--- src/rtl/tmr_pkg.sv ---
// Shared definitions for the N-bit TMR voter.
//   mode_t          redundancy mode reported on the voter's mode output
//   CH_A/CH_B/CH_C  channel indices, matching bit positions in fault_flags
//   lower_healthy   lowest-index channel whose fault flag is clear
//   upper_healthy   highest-index channel whose fault flag is clear
package tmr_pkg;

    typedef enum logic [1:0] {
        MODE_TMR    = 2'd0,
        MODE_DUPLEX = 2'd1,
        MODE_FAIL   = 2'd2
    } mode_t;

    localparam logic [1:0] CH_A = 2'd0;
    localparam logic [1:0] CH_B = 2'd1;
    localparam logic [1:0] CH_C = 2'd2;

    function automatic logic [1:0] lower_healthy(input logic [2:0] flags);
        if (!flags[CH_A]) return CH_A;
        if (!flags[CH_B]) return CH_B;
        return CH_C;
    endfunction

    function automatic logic [1:0] upper_healthy(input logic [2:0] flags);
        if (!flags[CH_C]) return CH_C;
        if (!flags[CH_B]) return CH_B;
        return CH_A;
    endfunction

endpackage

--- src/rtl/tmr_dissent_counter.sv ---
// Saturating consecutive-event counter used for fault qualification.
//   clk    clock
//   reset  synchronous active-high reset
//   inc    count one more consecutive event
//   clr    restart the run (wins over inc)
//   hit    combinational: this inc brings the run to THRESH
module tmr_dissent_counter #(
    parameter int THRESH = 3
) (
    input  logic clk,
    input  logic reset,
    input  logic inc,
    input  logic clr,
    output logic hit
);

    localparam int CW = $clog2(THRESH + 1);
    localparam logic [CW-1:0] MAX = CW'(THRESH);

    logic [CW-1:0] count;
    logic [CW-1:0] count_inc;

    // Saturate at THRESH so a long run can never wrap back below it.
    assign count_inc = (count == MAX) ? MAX : count + 1'b1;
    assign hit       = inc & (count_inc == MAX);

    always_ff @(posedge clk) begin
        if (reset || clr) begin
            count <= '0;
        end else if (inc) begin
            count <= count_inc;
        end
    end

endmodule

--- src/rtl/tmr_voter_nbit.sv ---
// Triple-modular-redundancy voter with error injection, persistent-fault
// qualification and graceful degradation TMR -> DUPLEX -> FAIL.
//   clk, reset                 clock, synchronous active-high reset
//   in_valid                   sample strobe
//   data_a/b/c                 replica words
//   err_ctrl_a/b/c             XOR error-injection masks
//   clear_fault                return to TMR, clear flags and counters
//   out_valid                  registered in_valid
//   data_out                   voted / selected word
//   tmr_error                  sample could not be resolved cleanly
//   fault_flags                {c,b,a} sticky channel-fault flags
//   mode                       0 TMR, 1 DUPLEX, 2 FAIL
//
// state       | meaning
// MODE_TMR    | bitwise majority of three, sole dissenters qualified
// MODE_DUPLEX | one channel flagged, remaining pair compared
// MODE_FAIL   | pair disagreed persistently, last good word replayed
module tmr_voter_nbit
    import tmr_pkg::*;
#(
    parameter int WIDTH        = 8,
    parameter int FAULT_THRESH = 3
) (
    input  logic             clk,
    input  logic             reset,
    input  logic             in_valid,
    input  logic [WIDTH-1:0] data_a,
    input  logic [WIDTH-1:0] data_b,
    input  logic [WIDTH-1:0] data_c,
    input  logic [WIDTH-1:0] err_ctrl_a,
    input  logic [WIDTH-1:0] err_ctrl_b,
    input  logic [WIDTH-1:0] err_ctrl_c,
    input  logic             clear_fault,
    output logic             out_valid,
    output logic [WIDTH-1:0] data_out,
    output logic             tmr_error,
    output logic [2:0]       fault_flags,
    output logic [1:0]       mode
);

    mode_t            mode_q, mode_nxt;
    logic [2:0]       flags_q, flags_nxt;
    logic [WIDTH-1:0] last_good;

    logic [WIDTH-1:0] ea, eb, ec, maj;
    logic             eq_ab, eq_ac, eq_bc;
    logic             three_way;
    logic [2:0]       dissent;

    logic [WIDTH-1:0] word_lo, word_hi;
    logic             pair_eq;

    logic             in_tmr, in_dup;
    logic [2:0]       inc_ch, clr_ch, hit_ch;
    logic             dup_inc, dup_clr, dup_hit;

    logic [WIDTH-1:0] data_nxt;
    logic             err_nxt;

    assign ea  = data_a ^ err_ctrl_a;
    assign eb  = data_b ^ err_ctrl_b;
    assign ec  = data_c ^ err_ctrl_c;
    assign maj = (ea & eb) | (ea & ec) | (eb & ec);

    assign eq_ab = (ea == eb);
    assign eq_ac = (ea == ec);
    assign eq_bc = (eb == ec);

    // A sole dissenter is the channel outside an agreeing pair.
    assign dissent[CH_A] = eq_bc & ~eq_ab;
    assign dissent[CH_B] = eq_ac & ~eq_ab;
    assign dissent[CH_C] = eq_ab & ~eq_ac;
    assign three_way     = ~eq_ab & ~eq_ac & ~eq_bc;

    always_comb begin
        word_lo = ec;
        case (lower_healthy(flags_q))
            CH_A:    word_lo = ea;
            CH_B:    word_lo = eb;
            default: word_lo = ec;
        endcase
    end

    always_comb begin
        word_hi = ea;
        case (upper_healthy(flags_q))
            CH_C:    word_hi = ec;
            CH_B:    word_hi = eb;
            default: word_hi = ea;
        endcase
    end

    assign pair_eq = (word_lo == word_hi);

    assign in_tmr = in_valid & (mode_q == MODE_TMR);
    assign in_dup = in_valid & (mode_q == MODE_DUPLEX);

    // clear_fault gates every increment so it always wins over detection.
    assign inc_ch  = dissent & {3{in_tmr & ~clear_fault}};
    assign clr_ch  = {3{clear_fault}} | ({3{in_tmr & ~three_way}} & ~dissent);
    assign dup_inc = in_dup & ~pair_eq & ~clear_fault;
    assign dup_clr = clear_fault | (in_dup & pair_eq);

    for (genvar i = 0; i < 3; i++) begin : g_ch
        tmr_dissent_counter #(
            .THRESH(FAULT_THRESH)
        ) u_cnt (
            .clk  (clk),
            .reset(reset),
            .inc  (inc_ch[i]),
            .clr  (clr_ch[i]),
            .hit  (hit_ch[i])
        );
    end

    tmr_dissent_counter #(
        .THRESH(FAULT_THRESH)
    ) u_dup_cnt (
        .clk  (clk),
        .reset(reset),
        .inc  (dup_inc),
        .clr  (dup_clr),
        .hit  (dup_hit)
    );

    // The output word is always produced under the current (pre-transition) mode.
    always_comb begin
        data_nxt = maj;
        err_nxt  = 1'b0;
        case (mode_q)
            MODE_TMR: begin
                data_nxt = maj;
                err_nxt  = three_way;
            end
            MODE_DUPLEX: begin
                data_nxt = word_lo;
                err_nxt  = ~pair_eq;
            end
            default: begin
                data_nxt = last_good;
                err_nxt  = 1'b1;
            end
        endcase
    end

    always_comb begin
        mode_nxt  = mode_q;
        flags_nxt = flags_q;
        if (clear_fault) begin
            mode_nxt  = MODE_TMR;
            flags_nxt = '0;
        end else if (|hit_ch) begin
            flags_nxt = flags_q | hit_ch;
            mode_nxt  = MODE_DUPLEX;
        end else if (dup_hit) begin
            mode_nxt = MODE_FAIL;
        end
    end

    always_ff @(posedge clk) begin
        if (reset) begin
            mode_q    <= MODE_TMR;
            flags_q   <= '0;
            last_good <= '0;
            out_valid <= 1'b0;
            data_out  <= '0;
            tmr_error <= 1'b0;
        end else begin
            mode_q    <= mode_nxt;
            flags_q   <= flags_nxt;
            out_valid <= in_valid;
            if (in_valid) begin
                data_out  <= data_nxt;
                tmr_error <= err_nxt;
                if (!err_nxt) begin
                    last_good <= data_nxt;
                end
            end
        end
    end

    assign fault_flags = flags_q;
    assign mode        = mode_q;

endmodule

--- config.mk ---
export PLATFORM = sky130hd
export DESIGN_NAME = tmr_voter_nbit
export DESIGN_NICKNAME = d
export VERILOG_FILES = /design/src/rtl/tmr_pkg.sv /design/src/rtl/tmr_dissent_counter.sv /design/src/rtl/tmr_voter_nbit.sv
export SDC_FILE = /design/constraint.sdc
export NUM_CORES = 1
export LEC_CHECK = 0
export CAP_MARGIN = 20
export CORE_MARGIN = 1
export CORE_UTILIZATION = 49
export CTS_CLUSTER_SIZE = 24
export DETAILED_ROUTE_END_ITERATION = 12
export PLACE_DENSITY = 0.84
export SLEW_MARGIN = 15
export SYNTH_ARGS = -nofsm -noshare
export SYNTH_HDL_FRONTEND = slang
export SYNTH_SLANG_ARGS = --single-unit
--- constraint.sdc ---
create_clock -name clk -period 4.1 [get_ports clk]
set_clock_uncertainty 0.2 [all_clocks]
set_input_delay 1.025 -clock clk [delete_from_list [all_inputs] [get_ports clk]]
set_output_delay 1.025 -clock clk [all_outputs]
set_load 0.03 [all_outputs]
Word level (Yosys, flattened, before mapping)

Index checks and enable logic that the tools add are counted.

$add $sub $neg: 4
Equality and inequality tests: 16
Muxes and demuxes: 21
Bitwise operators: 37
Reduce and logical (&&, ||, !) cells: 11

Operators by type and width:

| kind                                                             | count |
|---|---|
| 8-bit case mux with 2 select lines                               | 3 |
| 8-bit == test                                                    | 4 |
| 8-bit AND                                                        | 3 |
| 2-bit 2-to-1 mux                                                 | 12 |
| 8-bit bitwise XOR                                                | 3 |
| 2-bit == test (second input constant)                            | 9 |
| 1-bit AND                                                        | 16 |
| 8-bit bitwise OR                                                 | 2 |
| 2-bit by 1-bit adder with 2-bit output (second input constant)   | 4 |
| 1-bit inverter                                                   | 7 |
| 3-bit AND                                                        | 2 |
| 2-bit by 1-bit == test with 1-bit output (second input constant) | 3 |
| 3-bit bitwise OR                                                 | 2 |
| 1-bit 2-to-1 mux                                                 | 5 |
| 5-bit OR reduction                                               | 1 |
| 2-bit zero test                                                  | 2 |
| 1-bit logical OR                                                 | 4 |
| 3-bit inverter                                                   | 1 |
| 3-bit OR reduction                                               | 1 |
| 1-bit case mux with 2 select lines                               | 1 |
| 2-bit AND reduction                                              | 1 |
| 2-bit nonzero test                                               | 1 |
| 2-bit OR reduction                                               | 1 |
| 1-bit bitwise OR                                                 | 1 |

Register bits after elaboration: 31
Input bits: 52
Output and inout bits: 15
Logic and storage cells: 100

Depth between registers and ports, before layout

Gate-level depths: netlist (run 1).

Depth after elaboration: 13
Depth in mapped cells: 10
Gate-level depth less buffers: 10

Modules after synthesis

A second synthesis (run 1) with hierarchy kept.

Cell total of the unflattened synthesis: 310
Area total of the unflattened synthesis: 2606.2 µm²

By module, submodules not included:

| module              | times used | cells an instance | area an instance (µm²) | sequential area each (µm²) |
|---|---|---|---|---|
| tmr_voter_nbit      | 1          | 278               | 2275.9                 | 460.4 |
| tmr_dissent_counter | 4          | 8                 | 82.6                   | 40.0 |

Worst setup path before layout (run 1)

OpenSTA, ideal clock, no wires.

Path type: input -> register
Start: input port err_ctrl_a[7]
End: register mode_q[0], in the netlist mode[0]
Setup time: 59 ps
Arrival: 3157 ps
Required time: 3841 ps
Setup slack: 684 ps
Stages on the path: 10
Buffers on the path: 0
Cell sequence: xnor2_1 inv_1 ha_1 nor4_1 nand2_1 nor2_1 nor4b_1 a222oi_1 nor2_1 a31o_1

Longest elaborated chain between the ends: 8
Elaborated cells on any way between the ends: 22
Those cells by class: 3 x eq/ne; 3 x mux; 14 x bitwise; 2 x reduce/logical

RTL lines:

| what                                                             | RTL line                                         | source |
|---|---|---|
| start, declared                                                  | tmr_voter_nbit.sv:30                             | `input logic [WIDTH-1:0] err_ctrl_a,` |
| 8-bit bitwise XOR (*)                                            | tmr_voter_nbit.sv:60                             | `assign ea = data_a ^ err_ctrl_a;` |
| 8-bit case mux with 2 select lines (tied with other cells)       | tmr_voter_nbit.sv:77                             | `case (lower_healthy(flags_q))` |
| 8-bit == test (tied with other cells)                            | tmr_voter_nbit.sv:93                             | `assign pair_eq = (word_lo == word_hi);` |
| 1-bit inverter (tied with other cells)                           | tmr_voter_nbit.sv:101                            | `assign dup_inc = in_dup & ~pair_eq & ~clear_fault;` |
| 1-bit AND or 3-bit AND (tied branches)                           | tmr_voter_nbit.sv:101, tmr_voter_nbit.sv:99      |  |
| 1-bit AND (on tied branches)                                     | tmr_voter_nbit.sv:101, tmr_dissent_counter.sv:25 |  |
| 1-bit AND or 3-bit OR reduction (tied branches)                  | tmr_dissent_counter.sv:25, tmr_voter_nbit.sv:152 |  |
| 2-bit nonzero test (no line) or 1-bit 2-to-1 mux (tied branches) | n/a                                              |  |
| end signal, assigned                                             | tmr_voter_nbit.sv:169                            | `mode_q <= mode_nxt;` |
| end, declared                                                    | tmr_voter_nbit.sv:41                             | `mode_t mode_q, mode_nxt;` |

Every way passes the cells marked *; elsewhere a longest branch is shown, timed or not.
A chain may end at the register's enable or synchronous reset.

Worst setup path in the final report (run 1)

Start: input port err_ctrl_c[1]
End: register last_good[7]

Longest elaborated chain between the ends: 8
Elaborated cells on any way between the ends: 14
Those cells by class: 3 x eq/ne; 3 x mux; 7 x bitwise; 1 x reduce/logical

RTL lines:

| what                                   | RTL line              | source |
|---|---|---|
| start, declared                        | tmr_voter_nbit.sv:32  | `input logic [WIDTH-1:0] err_ctrl_c,` |
| 8-bit bitwise XOR (*)                  | tmr_voter_nbit.sv:62  | `assign ec = data_c ^ err_ctrl_c;` |
| 8-bit == test                          | tmr_voter_nbit.sv:66  | `assign eq_ac = (ea == ec);` |
| 1-bit inverter                         | tmr_voter_nbit.sv:73  | `assign three_way = ~eq_ab & ~eq_ac & ~eq_bc;` |
| 1-bit AND (2 in series)                | tmr_voter_nbit.sv:73  |  |
| 1-bit case mux with 2 select lines (*) | tmr_voter_nbit.sv:130 | `case (mode_q)` |
| 1-bit inverter (no line) (*)           | n/a                   |  |
| 2-bit AND reduction (no line) (*)      | n/a                   |  |
| end signal, assigned                   | tmr_voter_nbit.sv:176 | `last_good <= data_nxt;` |
| end, declared                          | tmr_voter_nbit.sv:43  | `logic [WIDTH-1:0] last_good;` |

Marked as above.

==> results_dict.tcl, run 1 <==
set metrics [dict create \
    status "finished clean" \
    via_count 2423 \
    p_total_mw 0.885 \
    crit_fanout 8 \
    rr_worst_depth 7 \
    start_kind "primary input" \
    ys_async_sr_fraction_pct 0 \
    drtPass1Iterations 4 \
    cts.sinks 31 \
    cts_made_buffers 5 \
    peakVddDrop_mv 0.114 \
    hpwlAfterDp_mm 4.84 \
    critPathRequiredTime_ns 4.08 \
    synth_commonest_cells "dfxtp_1 (31), nor2_1 (29), xor2_1 (25)" \
    initial_core_util_pct 51.4 \
    die_area_sq_um 5310 \
    area_growth_pct 37.3 \
    path_clk_slew_ns 0.06 \
    period_share_pct 91.4 \
    drive_above_1_share_pct 12.5 \
    drt_iter0_markers 155 \
    final.fill_count 388 \
    timing.final.hold_violations 0 \
    drt_wl_total_mm 5.95 \
    p_leak_nw 1.31 \
    antenna_found_initial 0 \
    cts_tree "done" \
    synth_ff_type "dfxtp_1" \
    hold_depth 2 \
    design_area_sq_um 3380 \
    synthMuxAreaShare_pct 3.92 \
    power.density_nw_per_um2 262 \
    core_area_sq_um 4790 \
    layout.nets 442 \
    hold_buffers 0 \
    num_rows 25 \
    min_period_ns 3.75 \
    grt_usage_pct 25.1 \
    grt_pass1_wl_mm 10.4 \
    rsz0062_at_grt "false" \
    grt_overflow 0 \
    seq_area_frac_synth_pct 25.2 \
    endpoint_kind "flip-flop" \
    vias_per_cell 5.58 \
    finalSetupViolCount 0 \
    synth_cell_type_count 47 \
    final_max_slew_viol_count 0 \
    max_freq_mhz 267 \
    cts_root_buffer "clkbuf_8" \
    synthSimpleGateAreaFrac_pct 18.6 \
    yosysTopAreaCellShare_pct 25.2 \
    tns_ns 0 \
    worstPathArrival_ns 3.73 \
    synth_warnings 0 \
    seqCellArea_sq_um 621 \
    die_w_microns 72.9 \
    multi_input_area_sq_um 1740 \
    synth_nets 363 \
    io_buffers 66 \
    synth_seq_cells 31 \
    wl_per_cell_microns 13.7 \
    synthAdderAreaFrac_pct 11.7 \
    htree_num_levels 2 \
    fp.dieH_microns 72.9 \
    final_util_pct 70.6 \
    synth_area_leaders "dfxtp_1 (25%), ha_1 (12%), xor2_1 (8.9%)" \
    syn_area_per_cell_sq_um 8.54 \
    place_congestion 0.906 \
    synth_area_sq_um 2460 \
    worstHoldPathType "flip-flop to flip-flop" \
    drc 0 \
    postCtsSetupBuffers 0 \
    clock_path_buffers 2 \
    antenna_cells 0 \
    synthXorXnorAreaFrac_pct 16.9 \
    postSynthCellCount 288 \
    clock_latency_ns 0.28 \
    synthMostInstantiatedCell "dfxtp_1" \
    grt_max_degree 24 \
    antenna_left 0 \
    max_slew_margin_pct 42.9 \
    grt_pass1_vias 2361 \
    placed_area_sq_um 3290 \
    synth_edf_count 0 \
    critPathKind "primary input to flip-flop" \
    yosysTopAreaCell "dfxtp_1" \
    timing.hold.ws_ns 0.284 \
    postCtsResizedCells 0 \
    synth-compound-area-share_pct 19.5 \
    synth_top_family_by_area "compound AO/OA/AOI/OAI gates" \
    cap_violations 0 \
    ioPinCount 67 \
    worst_pin_slew_ns 0.854 \
]
==> flip-flops by register name, summed over array words and instances (netlist names) <==
signal            cells
data_out              8
fault_flags           3
g_ch.u_cnt.count      6
last_good             8
mode                  2
out_valid             1
tmr_error             1
u_dup_cnt.count       2
==> worst paths after layout <==
kind	start	to	slack [ns]
worst min register to register	last_good[0]	last_good[0]	0.28
worst min-delay path	last_good[0]	last_good[0]	0.28
worst max-delay path	err_ctrl_c[1]	last_good[7]	0.35
worst max register to register	fault_flags[0]	last_good[7]	1.16
==> final cells by class <==
type                       count  share of cell area (%)
multi-input combinational    232                    51.4
timing repair buffer          85                    23.8
sequential                    31                    18.4
tap                           67                    2.48
clock buffer                   6                    2.45
inverter                      12                    1.33
clock inverter                 1                   0.148
==> layout by cell type, fill, tap and decap left out, drive strengths merged, types with 10 or more instances in the layout <==
cell,instances
o21ai,10
a211oi,22
nor2,29
a21oi,21
clkdlybuf4s50,66
dfxtp,31
xnor2,17
inv,12
nor3,17
xor2,27
buf,19
ha,23
nor4,14
==> report_power, final <==
group | internal [mW] | switching [mW] | total [mW]
sequential | 0.312 | 0.00484 | 0.317
combinational | 0.166 | 0.167 | 0.333
clock | 0.131 | 0.104 | 0.235
==> layer usage <==
layer	routed length, microns	track usage [%]
met3	299	4.01
met1	2640	30.9
met2	2850	43.7
met4	153	9.59
met5	0	0
==> critical path: stages <==
cell and delay, ns:
clkdlybuf4s50_1 0.47, xor2_1 0.42, ha_1 0.32, nor4_1 0.51, nand2_1 0.20, nand2_1 0.10
o21bai_1 0.11, inv_1 0.23, nor3_1 0.10, a211oi_2 0.23
==> metrics by stage <==
step	std cells	setup slack, ns
after global placement	427	0.167
after global routing	434	0.165
after CTS	434	0.369
after floorplan	288	0.684
after detailed placement	427	0.0804
final	434	0.354
==> logic make-up (layout without fill, tap and decap cells) <==
kind of cell | after synthesis | after routing
AO/OA/AOI/OAI | 67 | 67
XOR/XNOR | 44 | 44
adder cells (fa/ha/maj) | 23 | 23
buffers and inverters | 25 | 104
flip-flops | 31 | 31
multiplexers | 9 | 9
AND/OR/NAND/NOR | 89 | 89
No activity file was read; power rests on OpenSTA's default activity.
==> run 2, diff against run 1 <==
--- a/config.mk
+++ b/config.mk
@@ -8,6 +8,7 @@
 export CAP_MARGIN = 20
 export CORE_MARGIN = 1
 export CORE_UTILIZATION = 49
+export CTS_CLUSTER_DIAMETER = 40
 export CTS_CLUSTER_SIZE = 24
 export DETAILED_ROUTE_END_ITERATION = 12
 export PLACE_DENSITY = 0.84
==> results of run 2 <==
No change in the layout: final DEF, timing and power equal those of run 1.
==> run 3, diff against run 2 <==
--- a/config.mk
+++ b/config.mk
@@ -11,8 +11,9 @@
 export CTS_CLUSTER_DIAMETER = 40
 export CTS_CLUSTER_SIZE = 24
 export DETAILED_ROUTE_END_ITERATION = 12
+export GPL_TIMING_DRIVEN = 0
 export PLACE_DENSITY = 0.84
-export SLEW_MARGIN = 15
+export SLEW_MARGIN = 10
 export SYNTH_ARGS = -nofsm -noshare
 export SYNTH_HDL_FRONTEND = slang
 export SYNTH_SLANG_ARGS = --single-unit
==> run 3 against run 2 <==
  * Sequential share of layout area grew 0.23 points
  * Via count grew 0.50%
  * Non-clock buffer count shrank 6
  * Wire length grew 5.1%
  * Sequential cell count is the same
  * Die area is the same
  * Maximum frequency shrank 3.7%
  * Worst setup slack lost 0.15 ns
  * Final cell count shrank 1.4%
  * Global-route usage grew 0.36 points
  * Design area shrank 1.2%
  * Combinational power shrank 5%
  * Highest routed layer unchanged
==> results_dict.tcl, run 3 (synthesis gave the netlist of run 1 again) <==
set metrics [dict create \
    power.density_nw_per_um2 262 \
    fp.dieH_microns 72.9 \
    final_max_slew_viol_count 0 \
    largest_registers "data_out (8), last_good (8), g_ch.u_cnt.count (6)" \
    seqCellArea_sq_um 621 \
    p_total_mw 0.874 \
    rr_worst_depth 9 \
    reg2reg_slack_ns 1.58 \
    critPathKind "primary input to flip-flop" \
    place_congestion 0.853 \
    worstHoldPathType "flip-flop to flip-flop" \
    timing.final.hold_violations 0 \
    path_clk_slew_ns 0.06 \
    hpwlAfterDp_mm 4.94 \
    max_freq_mhz 257 \
    via_count 2435 \
    critPathMaxStageDelay_ns 0.47 \
    cap_violations 0 \
    status "finished clean" \
    crit_fanout 7 \
    antenna_cells 0 \
    clock_latency_ns 0.28 \
    cts.sinks 31 \
    antenna_left 0 \
    min_period_ns 3.89 \
    layout.nets 436 \
    ioPinCount 67 \
    hold_depth 2 \
    cts_root_buffer "clkbuf_8" \
    rr_startpoint "fault_flags[0]" \
    multi_input_area_sq_um 1780 \
    finalSetupViolCount 0 \
    postCtsSetupBuffers 0 \
    final.fill_count 404 \
    grt_max_degree 11 \
    drtPass1Iterations 4 \
    critical_path.most_common_cell "nor2_1" \
    layout_common_cells "clkdlybuf4s50_1 (66), dfxtp_1 (31), nor2_1 (29)" \
    period_share_pct 94.9 \
    grt_pass1_wl_mm 10.2 \
    tns_ns 0 \
    die_w_microns 72.9 \
    hold_buffers 0 \
    reg2reg_to "last_good[4]" \
    grt_pass1_vias 2266 \
    area_growth_pct 35.6 \
    start_kind "primary input" \
    endpoint_kind "flip-flop" \
    p_leak_nw 1.25 \
    antenna_found_initial 0 \
    io_buffers 66 \
    drc 0 \
    hp-start "data_out[1]" \
    drt_wl_total_mm 6.25 \
    vias_per_cell 5.69 \
    max_slew_margin_pct 52.7 \
    wl_per_cell_microns 14.6 \
    worstPathArrival_ns 3.87 \
    clock_path_buffers 2 \
    htree_num_levels 2 \
    cts_tree "done" \
    grt_usage_pct 25.4 \
    min_to "data_out[1]" \
    crit_slowest_cell "a222oi_1" \
    initial_core_util_pct 51.4 \
    num_rows 25 \
    grt_overflow 0 \
    drive_above_1_share_pct 9.42 \
    worst_pin_slew_ns 0.702 \
    cts_made_buffers 5 \
    drt_iter0_markers 121 \
    critPathRequiredTime_ns 4.08 \
    layout_commonest_cell "clkdlybuf4s50_1" \
    core_area_sq_um 4790 \
    peakVddDrop_mv 0.138 \
    die_area_sq_um 5310 \
    path_cells "clkdlybuf4s50_1 -> xnor2_1 -> inv_1 -> ha_1 -> nor3_1 -> nand2_1 -> nor2_1 -> nor4_2 -> a222oi_1 -> nor2_1 -> a31o_1" \
]
## run 3: changes by cell type in the layout (fill, tap and decap cells not counted), sizes merged
cell	delta
buf	-13
clkbuf	+7
## run 3: through the flow
| stage | cells | area (sq um) | setup slack, ns | hold slack, ns | util [%] |
|---|---|---|---|---|---|
| after floorplan | 288 | 2460 | 0.684 | 0.244 | - |
| after global placement | 421 | 3200 | -0.165 | 0.252 | 67.0 |
| after detailed placement | 421 | 3200 | -0.225 | 0.270 | 67.0 |
| after CTS | 428 | 3290 | 0.0622 | 0.279 | 68.8 |
| after global routing | 428 | 3340 | -0.00963 | 0.319 | 69.7 |
| final | 428 | 3340 | 0.208 | 0.281 | 69.7 |
## run 3: layer usage
| layer | global-route usage [%] | part of all wire [%] |
|---|---|---|
| met1 | 28.8 | 42 |
| met2 | 44.7 | 50 |
| met3 | 5.52 | 5.8 |
| met4 | 13.3 | 2.4 |
| met5 | 0 | 0 |
## run 3: repair_timing
action | 4_1_cts | 5_1_grt
gates resized for setup | 0 | 6
setup endpoints to repair | 0 | 5
hold endpoints to repair | 0 | 0
## run 3: final cells by class
class	count	share of cell area [%]
multi-input cells	232	53.4
repair buffers	66	19.8
flip-flops and latches	31	18.6
well taps	67	2.51
clock buffers	6	2.48
plain buffers	13	1.73
inverters	12	1.35
clock inverters	1	0.150
## run 3: where the power goes
group,internal [mW],leakage [nW],switching (mW)
Combinational,0.150,0.948,0.168
Sequential,0.312,0.252,0.00482
Clock,0.131,0.0470,0.108
## run 3: worst max path at each step
| stage | from | end | slack, ns |
|---|---|---|---|
| final | err_ctrl_a[3] | mode[0] | 0.21 |
| after global routing | err_ctrl_a[2] | mode[0] | -0.01 |
| after CTS | err_ctrl_a[3] | mode[0] | 0.06 |
| after detailed placement | err_ctrl_a[3] | mode[0] | -0.22 |
| after global placement | data_a[1] | mode[0] | -0.16 |
| after floorplan | err_ctrl_a[7] | mode[0] | 0.68 |
## run 3: critical path, delay by kind of cell
| family | cells | cell delay, ns |
|---|---|---|
| AO/OA/AOI/OAI | 2 | 0.66 |
| XOR/XNOR | 1 | 0.40 |
| adder cells (fa/ha/maj) | 1 | 0.30 |
| buffers and inverters | 2 | 0.55 |
| AND/OR/NAND/NOR | 5 | 0.93 |
